==> config.mk <==
export PLATFORM = sky130hd
export DESIGN_NAME = crop_stream_sequencer
export DESIGN_NICKNAME = d
export VERILOG_FILES = /design/src/rtl/crop_stream_sequencer.sv
export SDC_FILE = /design/constraint.sdc
export NUM_CORES = 1
export LEC_CHECK = 0
export ABC_AREA = 1
export CELL_PAD_IN_SITES_DETAIL_PLACEMENT = 1
export CELL_PAD_IN_SITES_GLOBAL_PLACEMENT = 1
export CORE_ASPECT_RATIO = 0.75
export CORE_MARGIN = 2
export CORE_UTILIZATION = 39
export CTS_CLUSTER_SIZE = 40
export DETAILED_ROUTE_END_ITERATION = 6
export HOLD_SLACK_MARGIN = 0.1
export PLACE_DENSITY = 0.89
export SETUP_SLACK_MARGIN = 0.5
export SLEW_MARGIN = 0
export SYNTH_ARGS = -nofsm -noshare
export SYNTH_HDL_FRONTEND = slang
export SYNTH_SLANG_ARGS = --single-unit
==> constraint.sdc <==
create_clock -name ap_clk -period 6.1 [get_ports ap_clk]
set_clock_uncertainty 0.1 [all_clocks]
set_input_delay 1.22 -clock ap_clk [delete_from_list [all_inputs] [get_ports ap_clk]]
set_output_delay 1.22 -clock ap_clk [all_outputs]
set_load 0.005 [all_outputs]
==> src/rtl/crop_stream_sequencer.sv <==
// Crops a window from a frame buffer, streams it into the CNN core and collects one beat per output stream.
// Optional watchdog in the stream/collect phase: define CROP_TIMEOUT_EN.
module crop_stream_sequencer #(
  parameter int DATA_W      = 16,
  parameter int IN_ROWS     = 100,
  parameter int IN_COLS     = 160,
  parameter int OUT_ROWS    = 48,
  parameter int OUT_COLS    = 48,
  parameter int N_OUT       = 5,
  parameter int ADDR_W      = 15,
  parameter int TIMEOUT_CYC = 65535
) (
  input  logic                    ap_clk,
  input  logic                    ap_rst_n,
  input  logic                    start,
  input  logic [6:0]              crop_y1,
  input  logic [7:0]              crop_x1,
  output logic                    busy,
  output logic                    done,
  output logic                    err_bounds,
  output logic                    err_timeout,
  output logic                    mem_ren,
  output logic [ADDR_W-1:0]       mem_raddr,
  input  logic [DATA_W-1:0]       mem_rdata,
  output logic                    dut_ap_start,
  input  logic                    dut_ap_done,
  output logic [DATA_W-1:0]       pix_TDATA,
  output logic                    pix_TVALID,
  input  logic                    pix_TREADY,
  input  logic [N_OUT*DATA_W-1:0] res_TDATA,
  input  logic [N_OUT-1:0]        res_TVALID,
  output logic [N_OUT-1:0]        res_TREADY,
  output logic [N_OUT*DATA_W-1:0] result,
  output logic                    result_valid
);

  localparam int NPIX = OUT_ROWS * OUT_COLS;
  localparam int CW   = (OUT_COLS > 1) ? $clog2(OUT_COLS) : 1;
  localparam int RW   = (OUT_ROWS > 1) ? $clog2(OUT_ROWS) : 1;
  localparam int PW   = (NPIX > 1) ? $clog2(NPIX) : 1;
  // Jump from the last column of one crop row to the first column of the next.
  localparam logic [ADDR_W-1:0] ROW_STEP = ADDR_W'(IN_COLS - OUT_COLS + 1);

  typedef enum logic [2:0] {S_IDLE, S_CHECK, S_KICK, S_STREAM, S_WAIT_OUT, S_DONE} state_t;

  state_t                  r_state;
  logic [6:0]              r_y1;
  logic [7:0]              r_x1;
  logic [ADDR_W-1:0]       r_raddr;
  logic [CW-1:0]           r_col;
  logic [RW-1:0]           r_row;
  logic                    r_rd_done;
  logic                    r_inflight;
  logic [DATA_W-1:0]       r_fifo [2];
  logic                    r_wptr;
  logic                    r_rptr;
  logic [1:0]              r_occ;
  logic [PW-1:0]           r_pix_cnt;
  logic [N_OUT-1:0]        r_cap;
  logic [N_OUT*DATA_W-1:0] r_result;
  logic                    r_done_seen;
  logic                    r_done;
  logic                    r_err_bounds;
  logic                    r_res_vld;

  logic                    w_streaming;
  logic                    w_collect;
  logic                    w_pop;
  logic [2:0]              w_credit;
  logic                    w_ren;
  logic [N_OUT-1:0]        w_res_hs;
  logic                    w_last_pix;
  logic                    w_oob;
  logic                    w_to_expire;

  assign w_streaming = (r_state == S_STREAM);
  assign w_collect   = w_streaming || (r_state == S_WAIT_OUT);
  assign pix_TVALID  = w_streaming && (r_occ != 2'd0);
  assign pix_TDATA   = r_fifo[r_rptr];
  assign w_pop       = pix_TVALID && pix_TREADY;
  // A read may be issued when the FIFO can absorb it, counting the entry freed by this cycle's pop.
  assign w_credit    = {1'b0, r_occ} + {2'b00, r_inflight};
  assign w_ren       = ((r_state == S_KICK) || w_streaming) && !r_rd_done &&
                       ((w_credit < 3'd2) || ((w_credit == 3'd2) && w_pop));
  assign res_TREADY  = {N_OUT{w_collect}} & ~r_cap;
  assign w_res_hs    = res_TVALID & res_TREADY;
  assign w_last_pix  = w_pop && (r_pix_cnt == PW'(NPIX - 1));
  assign w_oob       = ((32'(r_y1) + 32'(OUT_ROWS)) > 32'(IN_ROWS)) ||
                       ((32'(r_x1) + 32'(OUT_COLS)) > 32'(IN_COLS));

  assign busy         = (r_state != S_IDLE);
  assign dut_ap_start = (r_state == S_KICK);
  assign mem_ren      = w_ren;
  assign mem_raddr    = r_raddr;
  assign done         = r_done;
  assign err_bounds   = r_err_bounds;
  assign result       = r_result;
  assign result_valid = r_res_vld;

`ifdef CROP_TIMEOUT_EN
  logic [15:0] r_to_cnt;
  logic        r_err_timeout;
  logic        w_any_hs;

  assign w_any_hs    = w_pop || (|w_res_hs);
  assign w_to_expire = w_collect && !w_any_hs && (r_to_cnt == 16'(TIMEOUT_CYC - 1));
  assign err_timeout = r_err_timeout;

  always_ff @(posedge ap_clk or negedge ap_rst_n) begin
    if (!ap_rst_n) begin
      r_to_cnt      <= 16'd0;
      r_err_timeout <= 1'b0;
    end else begin
      if (!w_collect || w_any_hs) r_to_cnt <= 16'd0;
      else                        r_to_cnt <= r_to_cnt + 16'd1;
      r_err_timeout <= w_to_expire;
    end
  end
`else
  assign w_to_expire = 1'b0;
  assign err_timeout = 1'b0;
`endif

  always_ff @(posedge ap_clk or negedge ap_rst_n) begin
    if (!ap_rst_n) begin
      r_state      <= S_IDLE;
      r_y1         <= '0;
      r_x1         <= '0;
      r_raddr      <= '0;
      r_col        <= '0;
      r_row        <= '0;
      r_rd_done    <= 1'b0;
      r_inflight   <= 1'b0;
      r_fifo[0]    <= '0;
      r_fifo[1]    <= '0;
      r_wptr       <= 1'b0;
      r_rptr       <= 1'b0;
      r_occ        <= 2'd0;
      r_pix_cnt    <= '0;
      r_cap        <= '0;
      r_result     <= '0;
      r_done_seen  <= 1'b0;
      r_done       <= 1'b0;
      r_err_bounds <= 1'b0;
      r_res_vld    <= 1'b0;
    end else begin
      r_done       <= 1'b0;
      r_err_bounds <= 1'b0;
      r_res_vld    <= 1'b0;

      if (w_ren) begin
        if (r_col == CW'(OUT_COLS - 1)) begin
          r_col   <= '0;
          r_row   <= r_row + RW'(1);
          r_raddr <= r_raddr + ROW_STEP;
          if (r_row == RW'(OUT_ROWS - 1)) r_rd_done <= 1'b1;
        end else begin
          r_col   <= r_col + CW'(1);
          r_raddr <= r_raddr + ADDR_W'(1);
        end
      end
      r_inflight <= w_ren;

      // Read data lands one cycle after mem_ren and goes straight into the FIFO.
      if (r_inflight) begin
        r_fifo[r_wptr] <= mem_rdata;
        r_wptr         <= ~r_wptr;
      end
      if (w_pop) begin
        r_rptr    <= ~r_rptr;
        r_pix_cnt <= r_pix_cnt + PW'(1);
      end
      r_occ <= r_occ + {1'b0, r_inflight} - {1'b0, w_pop};

      for (int k = 0; k < N_OUT; k++) begin
        if (w_res_hs[k]) begin
          r_cap[k]                          <= 1'b1;
          r_result[k*DATA_W +: DATA_W]      <= res_TDATA[k*DATA_W +: DATA_W];
        end
      end

      if (dut_ap_done && (r_state == S_KICK || w_collect)) r_done_seen <= 1'b1;

      case (r_state)
        S_IDLE: begin
          if (start) begin
            r_y1    <= crop_y1;
            r_x1    <= crop_x1;
            r_state <= S_CHECK;
          end
        end
        S_CHECK: begin
          if (w_oob) begin
            r_done       <= 1'b1;
            r_err_bounds <= 1'b1;
            r_state      <= S_IDLE;
          end else begin
            r_raddr     <= ADDR_W'(32'(r_y1) * 32'(IN_COLS) + 32'(r_x1));
            r_col       <= '0;
            r_row       <= '0;
            r_rd_done   <= 1'b0;
            r_inflight  <= 1'b0;
            r_wptr      <= 1'b0;
            r_rptr      <= 1'b0;
            r_occ       <= 2'd0;
            r_pix_cnt   <= '0;
            r_cap       <= '0;
            r_done_seen <= 1'b0;
            r_state     <= S_KICK;
          end
        end
        S_KICK: r_state <= S_STREAM;
        S_STREAM: begin
          if (w_to_expire) begin
            r_done  <= 1'b1;
            r_state <= S_DONE;
          end else if (w_last_pix) begin
            r_state <= S_WAIT_OUT;
          end
        end
        S_WAIT_OUT: begin
          if (w_to_expire) begin
            r_done  <= 1'b1;
            r_state <= S_DONE;
          end else if ((&r_cap) && r_done_seen) begin
            r_done    <= 1'b1;
            r_res_vld <= 1'b1;
            r_state   <= S_DONE;
          end
        end
        S_DONE:  r_state <= S_IDLE;
        default: r_state <= S_IDLE;
      endcase
    end
  end

endmodule

After elaboration in Yosys (flattened, before gate mapping)
Cells that the tools add are included.
Storage, ports and cells
  bits in registers: 184
  latch bits: 0
  RAM bits: 0
  ROM bits: 0
  input bits: 121
  output and inout bits: 124
  logic and storage cells: 137
  memories: 0
Cells by class
  add/sub/neg operators: 11
  multiply operators: 1
  divide/modulo/power cells: 0
  order comparisons: 6
  equality and inequality tests: 11
  shift operators: 0
  muxes and demuxes: 56
  bitwise operators: 7
  reductions and logical operators: 21
Operator list (number)
  16-bit 2-to-1 mux: 4
  15-bit 2-to-1 mux: 4
  6-bit 2-to-1 mux: 8
  12-bit 2-to-1 mux: 3
  32-bit bitwise mux: 1
  1-bit 2-to-1 mux: 25
  16-bit demux with 1-bit select: 1
  15-bit by 1-bit adder with 15-bit output (second input constant): 1
  15-bit by 7-bit adder with 15-bit output (second input constant): 1
  15-bit by 8-bit adder with 15-bit output: 1
  3-bit case mux with 5 select lines: 1
  12-bit by 1-bit adder with 12-bit output (second input constant): 1
  6-bit by 1-bit adder with 6-bit output (second input constant): 2
  12-bit equality test (second input constant): 1
  6-bit equality test (second input constant): 2
  5-bit bitwise AND: 2
  7-bit by 3-bit multiplier with 10-bit output (second input constant): 1
  5-bit 2-to-1 mux: 2
  8-bit by 6-bit adder with 9-bit output (second input constant): 1
  3-bit by 2-bit equality test with 1-bit output (second input constant): 3
  9-bit by 8-bit greater-than comparator with 1-bit output (second input constant): 1
  1-bit logical AND: 9
  3-bit 2-to-1 mux: 3
  7-bit by 6-bit adder with 8-bit output (second input constant): 1
  24 further kinds: 34

Logic depth before layout (Yosys ltp)
  depth in word-level cells: 9
  depth in mapped cells: 17
  mapped depth without buffers: 16

Worst setup path before layout
No wires, ideal clock.
  path type: input port to output port
  start point: in pix_TREADY
  end point: out mem_ren
  data arrival time: 1.723 ns
  data required time: 4.780 ns
  setup slack: 3.057 ns
  cell stages on the path: 3
  path buffers: 1
  cell sequence: nand3_4 -> a21boi_4 -> buf_6
Between the ends
  longest elaborated chain between the ends: 4
Ends and longest elaborated chain
  from (decl): RTL line 29  | input logic pix_TREADY,
  1-bit logical AND: RTL line 80  | assign w_pop = pix_TVALID && pix_TREADY;
  1-bit logical AND: RTL line 84  | ((w_credit < 3'd2) || ((w_credit == 3'd2) && w_pop));
  1-bit logical OR: RTL line 84
  1-bit logical AND: RTL line 83  | assign w_ren = ((r_state == S_KICK) || w_streaming) && !r_rd_done &&
  to (decl): RTL line 22  | output logic mem_ren,
No other way between the ends.

Worst setup path after layout
Ends and elaborated chain as after synthesis.

==> out/qor.yml <==
status:
  status: "finished, final reports clean"
power_and_ir_drop:
  power_density_nw_per_um2: 510.3
  total_power_mw: 6.345
  static-leakage-power_nw: 6.122
  peakVddDrop_mv: 0.2353
final_layout:
  layout_commonest_cell: "nand2_1"
  final_cell_mix: "nand2_1, clkdlybuf4s50_1, dfrtp_1, inv_1, nor2_1"
  nNetsFinal: 1481
  drive_above_1_share_pct: 7.601
  syn2layout_area_growth_pct: 36.21
route:
  viasPerCell: 4.953
  vias: 8137
  wl_per_cell_um: 17.05
  drt_wl_total_mm: 28.02
  drtAntennaViolNets: 0
  remaining_drc_errors: 0
  firstDrtPassIters: 5
  drt_iter0_drc: 353
global_routing:
  grt_pass1_wl_mm: 45.42
  antenna_found_initial: 2
  grt_max_degree: 108
  track_usage_pct: 23.38
  grt_overflow_total: 0
  grt_pass1_vias: 8691
synth:
  synth_largest_area_cell: "dfrtp_1"
  synth_area_um2: 9130
  syn_inst: 1096
  synth_fa_ha_area_share_pct: 4.413
  synth_compound_area_share_pct: 5.317
  synth_mux_area_share_pct: 4.934
  syn_avg_cell_area_um2: 8.330
  async_flop_share_pct: 100.0
  synth_nets: 1248
  yosys_warnings: 0
  synth_top_area_share_pct: 50.43
  synth_edf_count: 0
  synth_xor_area_share_pct: 2.206
  synthTopCellsByArea: "dfrtp_1, nand2_1, mux2_2, inv_1, ha_1"
  ys_seq_elements: 184
  synth-simple-area-share_pct: 25.86
  synth_cell_types: 37
  ys_seq_area_share_pct: 50.43
  synth_top_family_by_area: "simple AND/OR/NAND/NOR gates"
  ys.flop_type: "dfrtp_1"
hold_path:
  hold-path-cell-count: 2
  hp-class: "flop to flop"
worst_setup_path:
  arrival_ns: 2.88
  worstSetupPathType: "primary input to output port"
  critPathRequiredTime_ns: 4.78
  endpoint_kind: "output port"
  cp-start-kind: "primary input"
  crit_fanout: 28
  worstRegToRegCells: 13
clocking:
  cts_buffer_depth: 2
  cts_hold_buf: 0
  cts-buffers-inserted: 17
  ctsResizeCount: 0
  postCtsSetupRepairBufs: 0
  cts_tree: "built"
  clock_latency_ns: 0.44
  path_clk_slew_ns: 0.07
  cts-htree-levels: 4
  numClockSinks: 184
  root_buffer: "clkbuf_16"
floorplanning:
  start_util_pct: 39.69
  fp-row-count: 48
  dieArea_um2: 24660
  io_pins: 245
  dieWidth_um: 180.7
  die_height_um: 136.5
  core_area_um2: 23000
timing:
  fin_crit_sh_pct: 68.84
  slew_headroom_pct: 31.05
  fin_crit_ns: 4.199
  worst_slew_pin_slew_ns: 1.030
  setup_tns_ns: 0
  setup_viol: 0
  hold_violations: 0
  max_freq_mhz: 238.1
  rsz0062_at_grt: "false"
  finalMaxSlewViolations: 0
placed_design:
  gp_congestion: 0.8473
  dp_hpwl_mm: 20.53
  port_buffers: 243
job:
  cap_viol_max_count: 0
cell usage after synthesis (all sizes together), types with 2 or more instances:
master,number
a21oi,21
a21boi,2
o211ai,4
xnor2,8
o22ai,2
or2,7
fa,2
xor2,15
nand3,57
nor3,4
inv,119
mux2,40
o21ai,56
ha,29
nand3b,4
nor2,76
clkbuf,15
dfrtp,184
buf,17
nand2,422
o31ai,2
nand4,6
layer usage:
metal	part of all wire (%)	vias to the layer above	track usage [%]
met5	0.046	-	0
met4	1.4	2	5.780
met3	7.9	28	8.622
met2	49	200	39.92
met1	42	4012	28.21
li1	-	3895	-
flip-flops by register name, indices dropped and copies added (netlist names), 2 cells and up:
signal	cells
r_pix_cnt	12
r_occ	2
r_fifo	32
r_x1	8
result	80
r_col	6
mem_raddr	15
r_state	3
r_cap	5
r_row	6
r_y1	7
kinds of logic after synthesis:
| family | count (synthesis) |
|---|---|
| AND/OR/NAND/NOR | 577 |
| multiplexers | 40 |
| buffers and inverters | 151 |
| other | 1 |
| XOR/XNOR | 23 |
| AO/OA/AOI/OAI | 89 |
| flip-flops | 184 |
| adder cells (fa/ha/maj) | 31 |
worst paths after layout:
check                           slack [ns]                      end                   start
min in group asynchronous             0.69   result[41]$_DFFE_PN0P_                ap_rst_n
worst min register to register        0.38   result[48]$_DFFE_PN0P_  result[48]$_DFFE_PN0P_
worst min-delay path                  0.38   result[48]$_DFFE_PN0P_  result[48]$_DFFE_PN0P_
worst max-delay path                  1.90                  mem_ren              pix_TREADY
max in group asynchronous             4.18    r_fifo[5]$_DFFE_PN0P_                ap_rst_n
worst max register to register        2.96  mem_raddr[14]$_DFF_PN0_      r_col[0]$_DFF_PN0_
final cells by class:
class                           count  area, um^2
Antenna cell                        1       2.502
Clock buffer                       19       442.9
Clock inverter                     13       187.7
Fill cell                        2724       10570
Inverter                          119       446.7
Multi-Input combinational cell    761        3905
Sequential cell                   184        4604
Tap cell                          300       375.4
Timing Repair Buffer              246        2471
critical path, stage by stage:
cell,delay (ns)
clkdlybuf4s50_1,0.52
nand3_4,0.12
a21boi_4,0.14
buf_4,0.31
clkdlybuf4s50_1,0.56
per-stage QoR:
step           cells  utilization, %  hold slack [ns]  worst slack (ns)  instance area [um^2]
5_1_grt         1642           54.05           0.4051             1.743                 12430
2_1_floorplan   1096               -           0.3659             3.057                  9130
4_1_cts         1642           54.05           0.3844             1.889                 12430
6_report        1643           54.06           0.3821             1.901                 12440
3_5_place_dp    1610           51.31           0.3647             1.909                 11800
3_3_place_gp    1610           51.31           0.3607             1.924                 11800
report_power, final:
part	leakage, nW	switching, mW	internal [mW]
registers	2.28	0.440	1.76
logic	3.53	1.48	1.44
clock network	0.313	0.518	0.703
total	6.12	2.44	3.90
(Power assumes the default switching activity.)
